### config.mk
export PLATFORM = sky130hd
export DESIGN_NAME = wm_plant_emulator_flat
export DESIGN_NICKNAME = d
export VERILOG_FILES = /design/src/rtl/wm_plant_emulator_pkg.sv /design/src/rtl/wm_plant_emulator_if.sv /design/src/rtl/wm_plant_emulator_timer.sv /design/src/rtl/wm_plant_emulator.sv /design/src/flat_wrapper.sv
export SDC_FILE = /design/constraint.sdc
export NUM_CORES = 1
export LEC_CHECK = 0
export BUFFER_PORTS_ARGS = -buffer_cell sky130_fd_sc_hd__buf_2
export CAP_MARGIN = 20
export CORE_ASPECT_RATIO = 0.8
export CORE_MARGIN = 2
export CORE_UTILIZATION = 48
export DETAILED_ROUTE_END_ITERATION = 12
export PLACE_DENSITY = 0.78
export SYNTH_ARGS = -nofsm -noshare
export SYNTH_HDL_FRONTEND = slang
export SYNTH_SLANG_ARGS = --single-unit
### constraint.sdc
create_clock -name clk -period 2.16 [get_ports clk]
set_input_delay 0.54 -clock clk [delete_from_list [all_inputs] [get_ports clk]]
set_output_delay 0.54 -clock clk [all_outputs]
set_load 0.005 [all_outputs]
### src/rtl/wm_plant_emulator_pkg.sv
// Shared constants and helpers for the washer plant emulator.
package wm_plant_emulator_pkg;

    localparam int FILL_CYCLES_DEF = 8;
    localparam int DET_CYCLES_DEF  = 3;
    localparam int WASH_CYCLES_DEF = 16;
    localparam int SPIN_CYCLES_DEF = 10;

    // Width of a counter that must hold values 0..n inclusive.
    function automatic int lvl_width(input int n);
        return $clog2(n + 1);
    endfunction

    localparam int LVL_W_DEF = lvl_width(FILL_CYCLES_DEF);

endpackage

### src/rtl/wm_plant_emulator_if.sv
// Actuator command / sensor feedback bundle between washer controller and plant.
interface wm_plant_emulator_if
    import wm_plant_emulator_pkg::*;
#(
    parameter int FILL_CYCLES = FILL_CYCLES_DEF,
    localparam int LVL_W      = lvl_width(FILL_CYCLES)
);
    // Commands from the controller side
    logic             door_close_req;
    logic             lock;
    logic             water_valve;
    logic             soap_wash;
    logic             motor;
    logic             drain_valve;
    logic             done;
    // Feedback from the plant side
    logic             door;
    logic             filled;
    logic             drained;
    logic             detergent_add;
    logic             cycle_timeout;
    logic             spin;
    logic [LVL_W-1:0] level;
    logic             fault;

    modport master (
        output door_close_req, lock, water_valve, soap_wash, motor, drain_valve, done,
        input  door, filled, drained, detergent_add, cycle_timeout, spin, level, fault
    );

    modport slave (
        input  door_close_req, lock, water_valve, soap_wash, motor, drain_valve, done,
        output door, filled, drained, detergent_add, cycle_timeout, spin, level, fault
    );

endinterface

### src/rtl/wm_plant_emulator_timer.sv
// Saturating enable/clear cycle counter; hit flags that N cycles have elapsed.
module wm_plant_emulator_timer #(
    parameter int  N = 3,
    localparam int W = $clog2(N + 1)
) (
    input  logic         clk,
    input  logic         rst,
    input  logic         en,
    input  logic         clr,
    output logic [W-1:0] cnt,
    output logic         hit
);
    localparam logic [W-1:0] N_W = W'(N);

    // Count enabled cycles, stop at N; clear has priority over counting.
    always_ff @(posedge clk or posedge rst) begin
        if (rst) begin
            cnt <= '0;
        end else if (clr) begin
            cnt <= '0;
        end else if (en && (cnt != N_W)) begin
            cnt <= cnt + 1'b1;
        end
    end

    assign hit = (cnt == N_W);

endmodule

### src/rtl/wm_plant_emulator.sv
// Washer drum/sensor plant: water level, detergent/wash/spin timers, door
// decode and sticky illegal-actuator fault flag.
module wm_plant_emulator
    import wm_plant_emulator_pkg::*;
#(
    parameter int FILL_CYCLES = FILL_CYCLES_DEF,
    parameter int DET_CYCLES  = DET_CYCLES_DEF,
    parameter int WASH_CYCLES = WASH_CYCLES_DEF,
    parameter int SPIN_CYCLES = SPIN_CYCLES_DEF
) (
    input  logic                 clk,
    input  logic                 rst,
    wm_plant_emulator_if.slave   bus
);
    localparam int               LVL_W   = lvl_width(FILL_CYCLES);
    localparam logic [LVL_W-1:0] LVL_MAX = LVL_W'(FILL_CYCLES);
    localparam logic [LVL_W-1:0] LVL_ONE = LVL_W'(1);
    localparam int               DET_W   = $clog2(DET_CYCLES + 1);
    localparam int               WASH_W  = $clog2(WASH_CYCLES + 1);
    localparam int               SPIN_W  = $clog2(SPIN_CYCLES + 1);

    logic [LVL_W-1:0] level_q;
    logic             fault_q;
    logic             det_seen_q;

    logic             filled;
    logic             drained;
    logic             fill_only;
    logic             drain_only;
    logic             illegal;

    logic             det_en, wash_en, spin_en;
    logic             det_hit, wash_hit, spin_hit;
    logic [DET_W-1:0] det_cnt;
    logic [WASH_W-1:0] wash_cnt;
    logic [SPIN_W-1:0] spin_cnt;
    logic             unused_cnt;

    assign filled     = (level_q == LVL_MAX);
    assign drained    = (level_q == '0);
    assign fill_only  = bus.water_valve & ~bus.drain_valve;
    assign drain_only = bus.drain_valve & ~bus.water_valve;

    // Any actuator combination that would damage a real machine.
    assign illegal = (bus.water_valve & bus.drain_valve)
                   | (bus.motor       & ~bus.lock)
                   | (bus.water_valve & ~bus.lock)
                   | (bus.lock        & ~bus.door_close_req);

    // Level integrates the valves and saturates at empty/full; both open holds.
    always_ff @(posedge clk or posedge rst) begin
        if (rst) begin
            level_q <= '0;
        end else if (fill_only && !filled) begin
            level_q <= level_q + 1'b1;
        end else if (drain_only && !drained) begin
            level_q <= level_q - 1'b1;
        end
    end

    // Fault is sticky until reset.
    always_ff @(posedge clk or posedge rst) begin
        if (rst) begin
            fault_q <= 1'b0;
        end else if (illegal) begin
            fault_q <= 1'b1;
        end
    end

    assign det_en  = bus.soap_wash & filled;
    assign wash_en = bus.motor & bus.lock & filled;
    assign spin_en = bus.motor & bus.lock & drained;

    wm_plant_emulator_timer #(.N(DET_CYCLES)) u_det_timer (
        .clk (clk),
        .rst (rst),
        .en  (det_en),
        .clr (~det_en | bus.done),
        .cnt (det_cnt),
        .hit (det_hit)
    );

    wm_plant_emulator_timer #(.N(WASH_CYCLES)) u_wash_timer (
        .clk (clk),
        .rst (rst),
        .en  (wash_en),
        .clr (~wash_en | bus.done),
        .cnt (wash_cnt),
        .hit (wash_hit)
    );

    wm_plant_emulator_timer #(.N(SPIN_CYCLES)) u_spin_timer (
        .clk (clk),
        .rst (rst),
        .en  (spin_en),
        .clr (~spin_en | bus.done),
        .cnt (spin_cnt),
        .hit (spin_hit)
    );

    // Counts are only observed through their hit decodes.
    assign unused_cnt = ^{det_cnt, wash_cnt, spin_cnt};

    // Remember that detergent went in, so the flag outlives the dispenser
    // timer; emptying the drum (1 -> 0 step) or done forgets it.
    always_ff @(posedge clk or posedge rst) begin
        if (rst) begin
            det_seen_q <= 1'b0;
        end else if (bus.done || (drain_only && (level_q == LVL_ONE))) begin
            det_seen_q <= 1'b0;
        end else if (det_hit) begin
            det_seen_q <= 1'b1;
        end
    end

    assign bus.door          = bus.door_close_req | bus.lock;
    assign bus.filled        = filled;
    assign bus.drained       = drained;
    assign bus.detergent_add = det_hit | det_seen_q;
    assign bus.cycle_timeout = wash_hit;
    assign bus.spin          = spin_hit;
    assign bus.level         = level_q;
    assign bus.fault         = fault_q;

endmodule
### src/flat_wrapper.sv
// flat-port wrapper written by rule: the top's interface ports become plain ports
module wm_plant_emulator_flat import wm_plant_emulator_pkg::*;
#(
    parameter int FILL_CYCLES = FILL_CYCLES_DEF,
    parameter int DET_CYCLES  = DET_CYCLES_DEF,
    parameter int WASH_CYCLES = WASH_CYCLES_DEF,
    parameter int SPIN_CYCLES = SPIN_CYCLES_DEF
)
  (clk, rst, bus_door_close_req, bus_lock, bus_water_valve, bus_soap_wash, bus_motor, bus_drain_valve, bus_done, bus_door, bus_filled, bus_drained, bus_detergent_add, bus_cycle_timeout, bus_spin, bus_level, bus_fault);
  wm_plant_emulator_if #(.FILL_CYCLES(FILL_CYCLES)) bus_i ();
  input  logic clk;
  input  logic rst;
  input wire logic [$bits(bus_i.door_close_req)-1:0] bus_door_close_req;
  input wire logic [$bits(bus_i.lock)-1:0] bus_lock;
  input wire logic [$bits(bus_i.water_valve)-1:0] bus_water_valve;
  input wire logic [$bits(bus_i.soap_wash)-1:0] bus_soap_wash;
  input wire logic [$bits(bus_i.motor)-1:0] bus_motor;
  input wire logic [$bits(bus_i.drain_valve)-1:0] bus_drain_valve;
  input wire logic [$bits(bus_i.done)-1:0] bus_done;
  output wire logic [$bits(bus_i.door)-1:0] bus_door;
  output wire logic [$bits(bus_i.filled)-1:0] bus_filled;
  output wire logic [$bits(bus_i.drained)-1:0] bus_drained;
  output wire logic [$bits(bus_i.detergent_add)-1:0] bus_detergent_add;
  output wire logic [$bits(bus_i.cycle_timeout)-1:0] bus_cycle_timeout;
  output wire logic [$bits(bus_i.spin)-1:0] bus_spin;
  output wire logic [$bits(bus_i.level)-1:0] bus_level;
  output wire logic [$bits(bus_i.fault)-1:0] bus_fault;
  assign bus_i.door_close_req = bus_door_close_req;
  assign bus_i.lock = bus_lock;
  assign bus_i.water_valve = bus_water_valve;
  assign bus_i.soap_wash = bus_soap_wash;
  assign bus_i.motor = bus_motor;
  assign bus_i.drain_valve = bus_drain_valve;
  assign bus_i.done = bus_done;
  assign bus_door = bus_i.door;
  assign bus_filled = bus_i.filled;
  assign bus_drained = bus_i.drained;
  assign bus_detergent_add = bus_i.detergent_add;
  assign bus_cycle_timeout = bus_i.cycle_timeout;
  assign bus_spin = bus_i.spin;
  assign bus_level = bus_i.level;
  assign bus_fault = bus_i.fault;
  wm_plant_emulator #(.FILL_CYCLES(FILL_CYCLES), .DET_CYCLES(DET_CYCLES), .WASH_CYCLES(WASH_CYCLES), .SPIN_CYCLES(SPIN_CYCLES)) u_core (.clk(clk), .rst(rst), .bus(bus_i));
endmodule
# Yosys cells after proc, flatten, opt, wreduce, memory -nomap -nowiden
# Index checks and enable logic that the tools add are counted.
dict set report totals {
  register_bits 17
  latchBits 0
  mem_bits_rw 0
  mem_bits_ro 0
  in_bits 9
  out_inout_bits 11
  wordCells 69
  memories 0
}
dict set report classes {
  addsub 5
  multipliers 0
  div_mod_pow 0
  order_cmp 0
  eq_ne 8
  shifts 0
  muxes 10
  bitwise 25
  reduce_logical 15
}
# op count
set ops {}
lappend ops {{$mux 4} 4}
lappend ops {{$and 1x1->1} 10}
lappend ops {{$mux 5} 2}
lappend ops {{$reduce_bool 2->1} 5}
lappend ops {{$add 4x1->4 const B} 2}
lappend ops {{$eq 4x4->1 const B} 2}
lappend ops {{$or 1x1->1} 8}
lappend ops {{$not 1->1} 7}
lappend ops {{$logic_and 1x1->1} 6}
lappend ops {{$add 5x1->5 const B} 1}
lappend ops {{$eq 5x5->1 const B} 1}
lappend ops {{$ne 5x5->1 const B} 1}
lappend ops {{$eq 4x1->1 const B} 1}
lappend ops {{$logic_not 4->1} 1}
lappend ops {{$mux 2} 2}
lappend ops {{$ne 4x4->1 const B} 1}
lappend ops {{$sub 4x1->4 const B} 1}
lappend ops {{$add 2x1->2 const B} 1}
lappend ops {{$eq 2x2->1 const B} 1}
lappend ops {{$logic_not 1->1} 2}
lappend ops {{$mux 1} 2}
lappend ops {{$ne 2x2->1 const B} 1}
lappend ops {{$logic_or 1x1->1} 1}

# Logic depth before layout (Yosys ltp)
# Gate-level depths: netlist of the first run.
dict set report logic_depth {
  depth_word 5
  depth_mapped 5
  depth_no_buf 5
}

# Modules after synthesis
# From an unflattened synthesis of the first run, not the netlist that was laid out.
dict set report unflattened {
  hier_cells 120
  area_unflattened_um2 1134.8
}
# mod n_inst cells_per_inst area_each_um2 seq_area_each_um2
set modules_own_cells {}
lappend modules_own_cells {wm_plant_emulator 1 59 490.5 150.1}
lappend modules_own_cells {{wm_plant_emulator_timer (u_core.u_wash_timer)} 1 28 284.0 125.1}
lappend modules_own_cells {{wm_plant_emulator_timer (u_core.u_spin_timer)} 1 22 232.7 100.1}
lappend modules_own_cells {{wm_plant_emulator_timer (u_core.u_det_timer)} 1 11 127.6 50.0}

# Worst setup path after synthesis of the first run
# No wires, ideal clock.
dict set report synth_path {
  path_kind {register to output}
  from {register u_core.level_q[0] (netlist: u_core.bus.level[0])}
  to {output bus_filled}
  t_arrival_ns 1.165
  required_time_ns 1.620
  path_slack_ns 0.455
  path_stages_with_launch 5
  path_buffers 0
  cell_sequence {dfrtp_1 -> inv_1 -> ha_1 -> and2b_2 -> and2_1}
}
dict set report synth_via {
  elab_chain_len 1
}
# element line
set synth_rtl {}
lappend synth_rtl {{start, declared} wm_plant_emulator.sv:22} ;# logic [LVL_W-1:0] level_q;
lappend synth_rtl {{start signal, assigned} wm_plant_emulator.sv:55} ;# level_q <= level_q + 1'b1;
lappend synth_rtl {{start signal, assigned} wm_plant_emulator.sv:57} ;# level_q <= level_q - 1'b1;
lappend synth_rtl {{$eq 4x4->1} wm_plant_emulator.sv:39} ;# assign filled = (level_q == LVL_MAX);
lappend synth_rtl {{end, declared} flat_wrapper.sv:21} ;# output wire logic [$bits(bus_i.filled)-1:0] bus_filled;
# Every way passes these cells.

# Worst setup path after layout of the first run
# Same ends and word-level chain as after synthesis.

==> results of run 1 <==
logic make-up after synthesis:
group / after synthesis / share of synthesized area
compound gates: 15 / 0.110
xor+xnor: 9 / 0.0723
fa+ha+maj: 8 / 0.0919
buf+inv: 11 / 0.0528
flops: 17 / 0.390
mux: 3 / 0.0287
simple gates: 45 / 0.254
per-layer routing:
| metal | wire (um) | part of all wire | up-vias | GRT usage |
|---|---|---|---|---|
| met3 | 131 | 0.062 | 2 | 0.0365 |
| met1 | 970 | 0.46 | 415 | 0.233 |
| li1 | - | - | 421 | - |
| met4 | 10 | 0.0047 | 0 | 0.0558 |
| met2 | 997 | 0.47 | 36 | 0.299 |
| met5 | 0 | 0 | - | 0 |
metrics by stage:
step	cells	setup slack, ns
finish	155	0.145
global route	155	0.0647
CTS	154	0.0136
detailed placement	149	0.240
global placement	149	0.319
floorplan	108	0.455
worst max-delay path by stage:
stage,startpoint,end,cells after the start
after floorplan,u_core.bus.level[0],bus_filled,4
after global placement,u_core.bus.level[1],bus_filled,5
after detailed placement,u_core.bus.level[1],bus_filled,5
after CTS,u_core.bus.level[0],bus_filled,5
after global routing,u_core.bus.level[1],bus_filled,5
final,u_core.bus.level[0],bus_filled,5
cell type report:
class	count	area [um2]
Tap cell	25	31.3
Clock inverter	1	5.00
Inverter	8	30.0
Clock buffer	3	22.5
Timing Repair Buffer	21	110
Sequential cell	17	428
Fill cell	188	922
Multi-Input combinational cell	80	609
cells in the mapped netlist:
library cell / instances
a21boi_0: 1
a211oi_2: 1
nand2b_4: 2
nor4_1: 1
o22ai_1: 3
nor2_1: 11
buf_2: 1
and4bb_1: 1
dfrtp_1: 17
buf_6: 2
xor2_1: 5
o221ai_1: 1
nor3b_1: 1
ha_1: 8
nor2b_1: 2
o41a_1: 1
o21bai_1: 1
nor4b_1: 1
o32ai_1: 1
and2b_2: 1
nor3_1: 3
inv_1: 8
nand2b_1: 2
nand3b_1: 3
a21oi_1: 3
nand3_1: 5
a221o_1: 1
xnor2_1: 4
or2_1: 1
mux2_2: 1
mux2i_1: 2
nand2_1: 5
a21oi_2: 1
or2_2: 2
and4bb_2: 1
o221a_2: 1
or4_4: 1
or3b_1: 1
and2_1: 1
power by group through the flow:
stage	Sequential, mW	Clock, mW	Combinational, mW
after global placement	0.453	0	0.331
final	0.437	0.170	0.401
after detailed placement	0.460	0	0.337
after CTS	0.444	0.172	0.370
after global routing	0.443	0.192	0.441
after floorplan	0.416	0	0.292
state kept, by name, indices dropped and copies added, names as in the netlist:
signal / count
u_core.u_wash_timer.cnt: 5
u_core.u_spin_timer.cnt: 4
u_core.u_det_timer.cnt: 2
u_core.det_seen_q: 1
u_core.bus.fault: 1
u_core.bus.level: 4
worst reg2reg max path, delay by kind of cell, from the launching register on:
kind / cells / cell delay, ns
compound gates: 1 / 0.15
fa+ha+maj: 1 / 0.25
flops: 1 / 0.42
simple gates: 2 / 0.59
buf+inv: 1 / 0.09
timing repair:
action | in CTS | in global routing
gates resized for setup | 2 | 1
buffers inserted | 1 | 1
setup endpoints to repair | 1 | 1
hold buffers | 0 | 0
hold endpoints to repair | 0 | 0
==> impl_metrics.tcl, run 1 <==
set metrics [dict create \
    grt_use_total 0.177 \
    final_cell_area_um2 1240 \
    timing.critical_path.cells "inv_1, ha_2, and2b_2, and2_1, buf_2" \
    syn_area_per_cell_um2 10.1 \
    path_max_fanout 6 \
    grt_pass1_vias 786 \
    vias 874 \
    clkPwrFrac 0.169 \
    drv_cap 0 \
    fin_tns_setup_ns 0 \
    final_common_cell "buf_2" \
    root_buffer "clkbuf_4" \
    viasPerCell 5.64 \
    finalHoldViolCount 0 \
    routed_wl_um 2110 \
    io_pins 20 \
    die_y_um 46.6 \
    core-area_um2 2160 \
    syn_nets 125 \
    p_int_mw 0.635 \
    leakage_nw 0.585 \
    clk_pin_slew_ns 0.10 \
    max_freq_ghz 0.496 \
    ant_nets 0 \
    drt_iter0_markers 25 \
    synthTopCellsByArea "dfrtp_1, ha_1, xor2_1" \
    gp_congestion 0.908 \
    clock_skew_ns 0.00349 \
    final_cell_mix "buf_2, dfrtp_1, nor2_1, inv_1, ha_1" \
    power.switching_mw 0.373 \
    wl_per_cell_um 13.6 \
    n_antenna_cell 0 \
    outcome "finished clean" \
    p_total_mw 1.01 \
    final_util 0.573 \
    finalMaxSlewViolations 0 \
    rsz0062_at_grt "no" \
    portBuffers 19 \
    power_frac_comb 0.398 \
    rows 15 \
    numClockSinks 17 \
    final_nets 148 \
    relSlewSlack 0.566 \
    endpoint_kind "output port" \
    crit_slowest_cell "dfrtp_2" \
    cp.arrival_ns 1.48 \
    ys_ff_latch 17 \
    synth_top_area_cell "dfrtp_1" \
    cts_tree "yes" \
    criticalPathCategory "reg -> out" \
    timing.rr.start "u_core.bus.level[1]" \
    grt_max_degree 18 \
    cts.path.max_buffers 2 \
    drc 0 \
    initial_core_util 0.505 \
    final-setup-viol-count 0 \
    syn_inst 108 \
    antenna_found_initial 0 \
    start_kind "flip-flop" \
    netSwitchingFraction 0.370 \
    netlist_area_um2 1090 \
    hp-class "in -> async" \
    drive_gt1_frac 0.300 \
    area_growth_pct 13.4 \
    ff2ff_setup_slack_ns 0.60 \
    max_stage_delay_ns 0.41 \
    worstMarginPinSlew_ns 0.650 \
    finalCritPeriodShare 0.933 \
    die_width_um 57.3 \
    power_per_cell_area_nw_per_um2 816 \
    cts-buffers-inserted 3 \
    whs_ns 0.324 \
    synth_top_area_frac 0.390 \
    grt_pass1_wl_um 3480 \
    dieArea_um2 2670 \
    r2r-end "u_core.u_spin_timer.cnt[1]" \
    htreeDepth 1 \
    synth_cell_types 39 \
    yosysSeqAreaShare 0.390 \
    clkLatencyLatePin_ns 0.29 \
    cp_num_buf_inv 2 \
    cpLargestDelayFamily "flip-flops" \
    finalCriticalPeriod_ns 2.02 \
    yosysWarningCount 0 \
    grt-ovfl-total 0 \
    seqPwrFrac 0.433 \
    reg2regPathDepth 5 \
    required_ns 1.62 \
    dpl-instance-area_um2 1190 \
    drt_pass1_iterations 4 \
    place.detailed.hpwl_um 1570 \
    max-vdd-ir-drop_uv 568 \
]
(Power assumes the default switching activity.)
==> run 2: changes to the inputs <==
--- a/config.mk
+++ b/config.mk
@@ -11,7 +11,7 @@
 export CORE_MARGIN = 2
 export CORE_UTILIZATION = 48
 export DETAILED_ROUTE_END_ITERATION = 12
-export PLACE_DENSITY = 0.78
+export PLACE_DENSITY_LB_ADDON = 0.1
 export SYNTH_ARGS = -nofsm -noshare
 export SYNTH_HDL_FRONTEND = slang
 export SYNTH_SLANG_ARGS = --single-unit
==> run 2 against run 1 <==
  * Via count down 3.3%
  * Largest cell class unchanged
  * Count of clock-buffer cells in the layout unchanged
  * Clock skew is 0.0036 ns higher
  * Clock power about the same
  * Die area unchanged
==> impl_metrics.tcl, run 2 (synthesis results as in run 1) <==
set metrics [dict create \
    outcome "finished clean" \
    max_stage_delay_ns 0.42 \
    clkLatencyLatePin_ns 0.29 \
    htreeDepth 1 \
    final_common_cell "buf_2" \
    cp.arrival_ns 1.50 \
    n_antenna_cell 0 \
    r2r-end "u_core.u_spin_timer.cnt[1]" \
    fillCellCount 188 \
    timing.rr.start "u_core.bus.level[1]" \
    reg2regPathDepth 5 \
    die_y_um 46.6 \
    drt_pass1_iterations 4 \
    cts-hold-fix-buffers 0 \
    pre_cts_ws_ns 0.262 \
    grt-ovfl-total 0 \
    criticalPathCategory "reg -> out" \
    dieArea_um2 2670 \
    area_growth_pct 13.2 \
    grt_pass1_vias 765 \
    path_max_fanout 6 \
    ff2ff_setup_slack_ns 0.55 \
    final-setup-viol-count 0 \
    final_cell_mix "buf_2, dfrtp_1, nor2_1, inv_1, ha_1" \
    finalCriticalPeriod_ns 2.04 \
    clk_pin_slew_ns 0.10 \
    cts-buffers-inserted 3 \
    clock_skew_ns 0.00704 \
    timing.critical_path.cells "inv_1, ha_1, and2b_2, and2_1, buf_2" \
    cp_num_buf_inv 2 \
    finalHoldViolCount 0 \
    root_buffer "clkbuf_4" \
    gp_congestion 0.892 \
    whs_ns 0.315 \
    final_nets 148 \
    grt_pass1_wl_um 3570 \
    portBuffers 19 \
    io_pins 20 \
    initial_core_util 0.505 \
    wl_per_cell_um 13.0 \
    start_kind "flip-flop" \
    routed_wl_um 2010 \
    power_per_cell_area_nw_per_um2 803 \
    die_width_um 57.3 \
    numClockSinks 17 \
    endpoint_kind "output port" \
    hp-class "in -> async" \
    crit_slowest_cell "dfrtp_2" \
    drv_cap 0 \
    leakage_nw 0.586 \
    antenna_found_initial 0 \
    cts_tree "yes" \
    place.detailed.hpwl_um 1520 \
    largest_register_ffs 5 \
    finalCritPeriodShare 0.944 \
    required_ns 1.62 \
    drt_iter0_markers 30 \
    top_register "u_core.u_wash_timer.cnt" \
    worstMarginPinSlew_ns 0.641 \
    path_depth 5 \
    max-vdd-ir-drop_uv 528 \
    vias 845 \
    drc 0 \
    relSlewSlack 0.572 \
    cts.path.max_buffers 2 \
    grt_use_total 0.178 \
    rows 15 \
    finalMaxSlewViolations 0 \
    fin_tns_setup_ns 0 \
    layout_setup_ws_ns 0.121 \
    max_freq_ghz 0.491 \
    grt_max_degree 18 \
    core-area_um2 2160 \
    final_util 0.572 \
    drive_gt1_frac 0.292 \
    viasPerCell 5.45 \
    cpLargestDelayFamily "flip-flops" \
    rsz0062_at_grt "no" \
    ant_nets 0 \
]
[run 2: cell counts in the layout (fill, tap and decap cells not counted)]
Identical to the previous run, type by type.
[run 2: power by group]
group | internal (mW) | switching (mW)
combinational | 0.203 | 0.193
sequential | 0.359 | 0.0675
clock | 0.0689 | 0.0982
[run 2: repair_timing]
item,in CTS,in global routing
endpoints found under the setup margin,1,0
resized for setup,2,0
buffers inserted,2,0
[run 2: worst max path at each step]
| stage | from | end | slack, ns |
|---|---|---|---|
| after floorplan | u_core.bus.level[0] | bus_filled | 0.46 |
| after global placement | u_core.bus.level[1] | bus_filled | 0.31 |
| after detailed placement | u_core.bus.level[1] | bus_filled | 0.26 |
| after CTS | u_core.bus.level[1] | bus_filled | 0.1 |
| after global routing | u_core.bus.level[1] | bus_filled | 0.002 |
| final | u_core.bus.level[1] | bus_filled | 0.12 |
[run 2: layer usage]
metal,share of wire,vias up,GRT usage
met3,0.056,2,0.0590
met2,0.44,26,0.271
met4,0.0045,0,0.0279
met5,0,-,0
met1,0.49,395,0.253
li1,-,422,-
[run 2: metrics by stage]
step | power (mW) | cells | instance area (um2)
2_1_floorplan | 0.708 | 108 | 1090
3_3_place_gp | 0.793 | 149 | 1190
3_5_place_dp | 0.799 | 149 | 1190
4_1_cts | 1.00 | 155 | 1230
5_1_grt | 1.08 | 155 | 1230
6_report | 0.990 | 155 | 1230
[run 2: layout make-up]
class,instances,area (um2),share of cell area
multi-input cells,80,607,0.492
flip-flops and latches,17,428,0.347
repair buffers,21,110,0.0893
well taps,25,31.3,0.0254
inverters,8,30.0,0.0243
clock buffers,3,22.5,0.0183
clock inverters,1,5.00,0.00406
